--- src/rtl/uc_arbitro_serial_pkg.sv ---
// Shared definitions for the serial-transmitter arbiter: state encodings,
// debug width and default sizing.
package uc_arbitro_serial_pkg;

  localparam int unsigned DbW            = 4;
  localparam int unsigned NReqDefault    = 4;
  localparam int unsigned DataWDefault   = 8;
  localparam int unsigned TimeoutDefault = 1023;

  typedef enum logic [DbW-1:0] {
    Ocioso     = 4'd0,
    Arbitra    = 4'd1,
    EsperaByte = 4'd2,
    Envia      = 4'd3,
    AguardaTx  = 4'd4,
    Libera     = 4'd5,
    Erro       = 4'd15
  } estado_t;

  // Width of a requester index; never zero so a 1-bit index still exists.
  function automatic int unsigned idx_width(input int unsigned n);
    return (n > 1) ? $clog2(n) : 1;
  endfunction

endpackage

--- src/rtl/uc_arbitro_serial_seletor_round_robin.sv ---
// Combinational round-robin pick: first requester with req set, scanning
// upward from the one after ptr and wrapping around.
module uc_arbitro_serial_seletor_round_robin
  import uc_arbitro_serial_pkg::*;
#(
  parameter int unsigned N_REQ = NReqDefault,
  localparam int unsigned IdxW = idx_width(N_REQ)
) (
  input  logic [N_REQ-1:0] req,
  input  logic [IdxW-1:0]  ptr,
  output logic [IdxW-1:0]  idx,
  output logic             achou
);

  logic [IdxW-1:0] cand;

  always_comb begin
    idx   = '0;
    achou = 1'b0;
    cand  = '0;
    for (int unsigned off = 1; off <= N_REQ; off++) begin
      cand = IdxW'((32'(ptr) + off) % N_REQ);
      if (!achou && req[cand]) begin
        achou = 1'b1;
        idx   = cand;
      end
    end
  end

endmodule

--- src/rtl/uc_arbitro_serial.sv ---
// Grants the single serial transmitter per packet in round-robin order and
// moves bytes from the granted requester to the transmitter one at a time.
module uc_arbitro_serial
  import uc_arbitro_serial_pkg::*;
#(
  parameter int unsigned N_REQ   = NReqDefault,
  parameter int unsigned DATA_W  = DataWDefault,
  parameter int unsigned TIMEOUT = TimeoutDefault
) (
  input  logic                    clock,
  input  logic                    reset,
  input  logic [N_REQ-1:0]        req,
  input  logic [N_REQ-1:0]        valido,
  input  logic [N_REQ-1:0]        ultimo,
  input  logic [N_REQ*DATA_W-1:0] dados,
  output logic [N_REQ-1:0]        concedido,
  output logic [N_REQ-1:0]        aceito,
  output logic                    tx_partida,
  output logic [DATA_W-1:0]       tx_dado,
  input  logic                    tx_fim,
  output logic                    erro_timeout,
  output logic [DbW-1:0]          db_estado
);

  localparam int unsigned IdxW = idx_width(N_REQ);
  localparam int unsigned CntW = (TIMEOUT > 0) ? $clog2(TIMEOUT + 1) : 1;

  estado_t           estado_q, estado_d;
  logic [IdxW-1:0]   g_q, g_d;
  logic [IdxW-1:0]   ptr_q, ptr_d;
  logic [DATA_W-1:0] dado_q, dado_d;
  logic              ultimo_q, ultimo_d;
  logic [CntW-1:0]   cnt_q, cnt_d;

  logic [IdxW-1:0]   sel_idx;
  logic              sel_achou;
  logic [N_REQ-1:0]  gmask;
  logic              valido_g, req_g, ultimo_g;
  logic [DATA_W-1:0] byte_sel;

  uc_arbitro_serial_seletor_round_robin #(
    .N_REQ (N_REQ)
  ) u_seletor (
    .req   (req),
    .ptr   (ptr_q),
    .idx   (sel_idx),
    .achou (sel_achou)
  );

  // Everything about the granted requester is read through its one-hot mask.
  assign gmask    = N_REQ'(1) << g_q;
  assign valido_g = |(valido & gmask);
  assign req_g    = |(req & gmask);
  assign ultimo_g = |(ultimo & gmask);

  always_comb begin
    byte_sel = '0;
    for (int unsigned i = 0; i < N_REQ; i++) begin
      if (g_q == IdxW'(i)) begin
        byte_sel = dados[i*DATA_W +: DATA_W];
      end
    end
  end

  always_comb begin
    estado_d     = estado_q;
    g_d          = g_q;
    ptr_d        = ptr_q;
    dado_d       = dado_q;
    ultimo_d     = ultimo_q;
    cnt_d        = '0;
    concedido    = '0;
    aceito       = '0;
    tx_partida   = 1'b0;
    erro_timeout = 1'b0;

    case (estado_q)
      Ocioso: begin
        if (|req) estado_d = Arbitra;
      end
      Arbitra: begin
        if (sel_achou) begin
          g_d      = sel_idx;
          estado_d = EsperaByte;
        end else begin
          estado_d = Ocioso;
        end
      end
      EsperaByte: begin
        concedido = gmask;
        cnt_d     = cnt_q + 1'b1;
        // A byte on offer wins over a dropped request or an expiring timer.
        if (valido_g) begin
          aceito   = gmask;
          dado_d   = byte_sel;
          ultimo_d = ultimo_g;
          cnt_d    = '0;
          estado_d = Envia;
        end else if (!req_g) begin
          estado_d = Libera;
        end else if (cnt_q == CntW'(TIMEOUT)) begin
          erro_timeout = 1'b1;
          estado_d     = Libera;
        end
      end
      Envia: begin
        concedido  = gmask;
        tx_partida = 1'b1;
        estado_d   = AguardaTx;
      end
      AguardaTx: begin
        concedido = gmask;
        if (tx_fim) estado_d = ultimo_q ? Libera : EsperaByte;
      end
      Libera: begin
        ptr_d    = g_q;
        estado_d = Ocioso;
      end
      Erro: begin
        estado_d = Ocioso;
      end
      default: begin
        estado_d = Erro;
      end
    endcase
  end

  always_ff @(posedge clock or posedge reset) begin
    if (reset) begin
      estado_q <= Ocioso;
      g_q      <= '0;
      ptr_q    <= IdxW'(N_REQ - 1);
      dado_q   <= '0;
      ultimo_q <= 1'b0;
      cnt_q    <= '0;
    end else begin
      estado_q <= estado_d;
      g_q      <= g_d;
      ptr_q    <= ptr_d;
      dado_q   <= dado_d;
      ultimo_q <= ultimo_d;
      cnt_q    <= cnt_d;
    end
  end

  assign tx_dado   = dado_q;
  assign db_estado = estado_q;

endmodule
--- config.mk ---
export PLATFORM = sky130hd
export DESIGN_NAME = uc_arbitro_serial
export DESIGN_NICKNAME = d
export VERILOG_FILES = /design/src/rtl/uc_arbitro_serial_pkg.sv /design/src/rtl/uc_arbitro_serial_seletor_round_robin.sv /design/src/rtl/uc_arbitro_serial.sv
export SDC_FILE = /design/constraint.sdc
export NUM_CORES = 1
export LEC_CHECK = 0
export ABC_AREA = 1
export CORE_ASPECT_RATIO = 0.6
export CORE_MARGIN = 8
export CORE_UTILIZATION = 40
export CTS_BUF_LIST = sky130_fd_sc_hd__clkbuf_8 sky130_fd_sc_hd__clkbuf_16
export DETAILED_ROUTE_END_ITERATION = 10
export PLACE_DENSITY_LB_ADDON = 0.2
export REMOVE_ABC_BUFFERS = 1
export SYNTH_ARGS = -nofsm -noshare
export SYNTH_HDL_FRONTEND = slang
export SYNTH_SLANG_ARGS = --single-unit
--- constraint.sdc ---
create_clock -name clock -period 1.8 [get_ports clock]
set_input_delay 0.18 -clock clock [delete_from_list [all_inputs] [get_ports clock]]
set_output_delay 0.18 -clock clock [all_outputs]
set_load 0.05 [all_outputs]
# Word-level counts from Yosys, hierarchy flattened
# Cells that the tools add are included.
word_totals:
  ff_bits: 27
  in_bits: 47
  output_inout_bits: 22
  elab_cells: 87
op_classes:
  add_sub_neg: 5
  order_cmp: 4
  n_eq_ne: 13
  n_shift: 1
  n_mux: 38
  bitwise: 3
  reduce_logical: 17
ops:
  columns: ["cell", "n"]
  rows:
  - ["4-bit 2-to-1 mux", 8]
  - ["8-bit 2-to-1 mux", 4]
  - ["4-bit one-hot mux with 6 select lines", 1]
  - ["10-bit 2-to-1 mux", 2]
  - ["4-bit OR reduction", 4]
  - ["1-bit 2-to-1 mux", 13]
  - ["4-bit AND", 3]
  - ["2-bit by 3-bit less-than comparator with 1-bit output, second input constant", 4]
  - ["10-bit by 1-bit adder with 10-bit output, second input constant", 1]
  - ["10-bit equality test, second input constant", 1]
  - ["2-bit 2-to-1 mux", 5]
  - ["1-bit binary-select mux with 2-bit select", 4]
  - ["4-bit by 2-bit equality test with 1-bit output, second input constant", 2]
  - ["4-bit by 3-bit equality test with 1-bit output, second input constant", 2]
  - ["2-bit by 1-bit adder with 2-bit output, second input constant", 2]
  - ["2-bit adder, second input constant", 2]
  - ["2-bit equality test, second input constant", 2]
  - ["4-bit by 1-bit equality test with 1-bit output, second input constant", 1]
  - ["4-bit equality test, second input constant", 1]
  - ["4-bit logical NOT", 1]
  - ["2-bit != test, second input constant", 2]
  - ["4-bit != test, second input constant", 1]
  - ["2-bit AND reduction", 2]
  - ["1-bit by 2-bit << shifter with 4-bit output, first input constant", 1]
  - ["8 further kinds", 12]

# Longest topological paths before layout
logic_depth:
  ltp_word: 15
  ltp_mapped: 11
  depth_no_buf: 10

# Hierarchy
# A second synthesis with hierarchy kept.
unflattened:
  cells_unflattened: 277
  area_unflattened_um2: 1891.8
modules_own_cells:
  columns: ["module", "n_inst", "cells_each", "area_each_um2", "seq_area_each_um2"]
  rows:
  - ["uc_arbitro_serial", 1, 225, 1620.3, 678.2]
  - ["uc_arbitro_serial_seletor_round_robin", 1, 52, 271.5, 0.0]

# Worst setup path before layout
# OpenSTA, ideal clock, no wires.
synth_path:
  path_kind: "flip-flop to output port"
  startpoint: "register estado_q[1] (netlist: db_estado[1])"
  endpoint: "output aceito[0]"
  arrival_time_ps: 2155
  required_ps: 1620
  path_slack_ps: -535
  path_stages_with_launch: 10
  n_path_buf: 1
  path_cell_list: "dfrtp_1 inv_1 nor2_4 inv_2 nor2_4 inv_2 nor2_4 inv_2 buf_6 nor2_1"
synth_via:
  elab_chain_cells: 2
synth_rtl:
  columns: ["item", "line_no", "text"]
  rows:
  - ["start: declaration", "uc_arbitro_serial.sv:28", "estado_t estado_q, estado_d;"]
  - ["start signal: assignment", "uc_arbitro_serial.sv:130", "estado_q <= Ocioso;"]
  - ["start signal: assignment", "uc_arbitro_serial.sv:137", "estado_q <= estado_d;"]
  - ["4-bit by 2-bit equality test with 1-bit output", "uc_arbitro_serial.sv:77", "case (estado_q)"]
  - ["4-bit 2-to-1 mux", "uc_arbitro_serial.sv:77", null]
  - ["end: declaration", "uc_arbitro_serial.sv:17", "output logic [N_REQ-1:0] aceito,"]
# Every way passes these cells.

# Final worst setup path
layout_path:
  startpoint: "register estado_q[3] (netlist: db_estado[3])"
  endpoint: "output aceito[0]"
# Same word-level chain as after synthesis.

==> impl_metrics.ini <==
[critical_path]
crit_top_cell = nor2_4
crit_chain = nor2_4 -> inv_2 -> nor2_4 -> inv_2 -> nor2_4 -> inv_2 -> nor2_4 -> inv_4 -> nor2_4 -> buf_12
endpoint_kind = primary output
r2r-start = db_estado[3]$_DFFE_PP0P_
path_class = register to primary output
crit_required_ps = 1620
cp_data_arrival_time_ps = 1700
r2r_end = ultimo_q$_DFFE_PP0P_
reg2regPathDepth = 11
cp_slowest_cell = dfrtp_1
r2r_setup_slack_ps = 150
crit_fanout = 5
crit_start = db_estado[3]$_DFFE_PP0P_
cp-start-kind = register
crit_path_max_incr_delay_ps = 420

[die]
io_pins = 69
die_y_um = 68.95
die_area_um2 = 7188
initial_core_util = 0.4117
num_rows = 19
core_um2 = 4541
die_x_um = 104.3

[sta]
finalHoldViolCount = 0
max_freq_mhz = 532.8
worst_pin_slew_ps = 518.6
rsz0062_at_grt = true
max_slew_margin = 0.6532
min_period_ps = 1877
finalSetupTns_ps = -364.2
skew_ps = 2.366
setup_viol = 8
fin_crit_sh = 1.043
finalMaxSlewViolations = 0
worst_slack_ps = -76.93

[yosys]
synth_area_um2 = 1869
yosys.area.top_type = dfrtp_1
synth.avg_cell_area_um2 = 6.629
ys_top_cells_by_area = dfrtp_1 33%, nand2_1 18%, nand3_1 7.2%
async_flop_share = 1.000
syn_inst = 282
ys.flop_type = dfrtp_1
yosys-top-cells-count = 91 x nand2_1, 32 x nor2_1, 28 x inv_1
ys_warn_count = 0
synth_top_area_frac = 0.3347
synth_most_common_cell = nand2_1
ys_ff_latch = 27
synth-edff-count = 0
synth-seq-area-share = 0.3628
ys_types = 25

[grt]
grt_start_max_net_pins = 28
overflow = 0
globalRouteTotalUtil = 0.1677
grt_pass1_wl_um = 9818
antenna_found_initial = 0
grt_pass1_vias = 2060

[routing]
ant_nets = 0
wire_per_inst_um = 13.59
wl_met1_um = 2750
drt-vias-per-instance = 4.866
vias = 2136
first_pass_iters = 4
drtIter0Drc = 83
drc = 0
wirelength_um = 5964
highest_layer = met4
wl_met2_um = 2606
dr_wl_met3_um = 569

[power]
finalPower_w = 0.003975
p_switching_w = 0.002002
switching_share = 0.5038
clkPwrFrac = 0.090
max-vdd-ir-drop_mv = 0.6560
p_seq_frac = 0.251
power.internal_w = 0.001972
power.density_nw_per_um2 = 1308
leakagePower_nw = 1.381
combPwrFrac = 0.659

[place]
pre_cts_slack_ps = 106.5
gp_congestion = 0.8760
dp_hpwl_um = 4590
port_buffers = 68

[cells_and_area]
syn_to_final_growth_pct = 62.58
drive_gt1_frac = 0.2686
regArea_um2 = 681.9
fillers = 368
final_util = 0.6693
final_nets = 425
antenna_cells = 0
multi_input_area_um2 = 1110

[clocking]
cts.sinks = 27
cts_max_level = 1
clkTransAtPathRegs_ps = 90
worstSkewPairLatency_ps = 270
root_buffer = clkbuf_8
hold_buffers = 0
cts-buffers-inserted = 3
clockBufferDepth = 2
cts_tree = built

[run_status]
status = finished with violations
violations = setup timing

[flow_run]
max-cap-violations = 0

[min_path]
hp-class = primary input to asynchronous set/reset pin
==> power groups by stage <==
| stage | sequential, W | combinational (W) | clock [W] |
|---|---|---|---|
| 2_1_floorplan | 0.00137 | 0.00113 | 0 |
| 3_3_place_gp | 0.000977 | 0.00231 | 0 |
| 3_5_place_dp | 0.000985 | 0.00233 | 0 |
| 4_1_cts | 0.000973 | 0.00246 | 0.000368 |
| 5_1_grt | 0.00103 | 0.00286 | 0.000386 |
| 6_report | 0.000997 | 0.00262 | 0.000359 |
==> critical path, delay by kind of cell, from the launching register on <==
kind,cells,cell delay (ps)
flops,1,420
buf+inv,5,410
simple gates,5,590
==> layout by cell type, fill, tap and decap left out, types with 2 or more instances in the layout <==
master / netlist / layout
a21oi_1: 17 / 17
buf_12: 0 / 9
buf_4: 0 / 27
buf_6: 2 / 3
clkbuf_8: 0 / 3
clkdlybuf4s50_1: 0 / 54
dfrtp_1: 25 / 22
dfrtp_2: 0 / 3
dfstp_2: 2 / 2
inv_1: 28 / 25
inv_2: 8 / 10
nand2_1: 91 / 87
nand2_2: 8 / 10
nand2_4: 0 / 2
nand3_1: 27 / 26
nand4_1: 5 / 5
nor2_1: 32 / 23
nor2_2: 2 / 5
nor2_4: 4 / 10
nor3_1: 3 / 3
o21ai_0: 6 / 5
o21ai_1: 4 / 5
o21ai_2: 10 / 10
==> per-stage QoR <==
step	hold slack [ps]	std cells	cell area, µm²
after floorplan	231.2	278	1838
after global placement	466.5	418	2743
after detailed placement	467.4	418	2743
after CTS	261.8	429	2898
after global routing	306.7	439	3039
final	252.3	439	3039
==> kinds of logic (layout without fill, tap and decap cells) <==
| family | Yosys count | in the layout | synth area share |
|---|---|---|---|
| simple gates | 172 | 172 | 0.4016 |
| compound gates | 41 | 41 | 0.1372 |
| buf+inv | 41 | 135 | 0.09169 |
| flops | 27 | 27 | 0.3628 |
| fa+ha+maj | 1 | 1 | 0.006692 |
==> per-layer routing <==
layer | up-vias | GRT usage
met5 | - | 0
met4 | 0 | 0.02326
met3 | 4 | 0.06401
met2 | 92 | 0.2750
met1 | 949 | 0.2134
li1 | 1091 | -
==> what timing repair did <==
item,in CTS,in global routing
setup buffers,7,11
endpoints found under the setup margin,5,19
resized for setup,14,24
gates cloned,0,0
pin swaps,5,9
==> flip-flops by register name (all words and copies together) (netlist names) <==
name	cells
db_estado	4
cnt_q	10
ptr_q	2
g_q	2
ultimo_q	1
tx_dado	8
==> area by class of cell <==
class / instances / area share
multi-input combinational: 214 / 0.3652
tap: 63 / 0.02594
clock inverter: 1 / 0.002882
clock buffer: 3 / 0.01359
inverter: 37 / 0.04817
timing repair buffer: 94 / 0.3199
sequential: 27 / 0.2244
==> how the worst max path moves through the flow <==
stage                               to  cells past startpoint
after global placement    erro_timeout                      9
after detailed placement     aceito[2]                     10
after global routing         aceito[3]                     10
after floorplan              aceito[0]                      8
after CTS                    aceito[1]                     10
final                        aceito[0]                     10
Power figures use the tool's default switching activity.
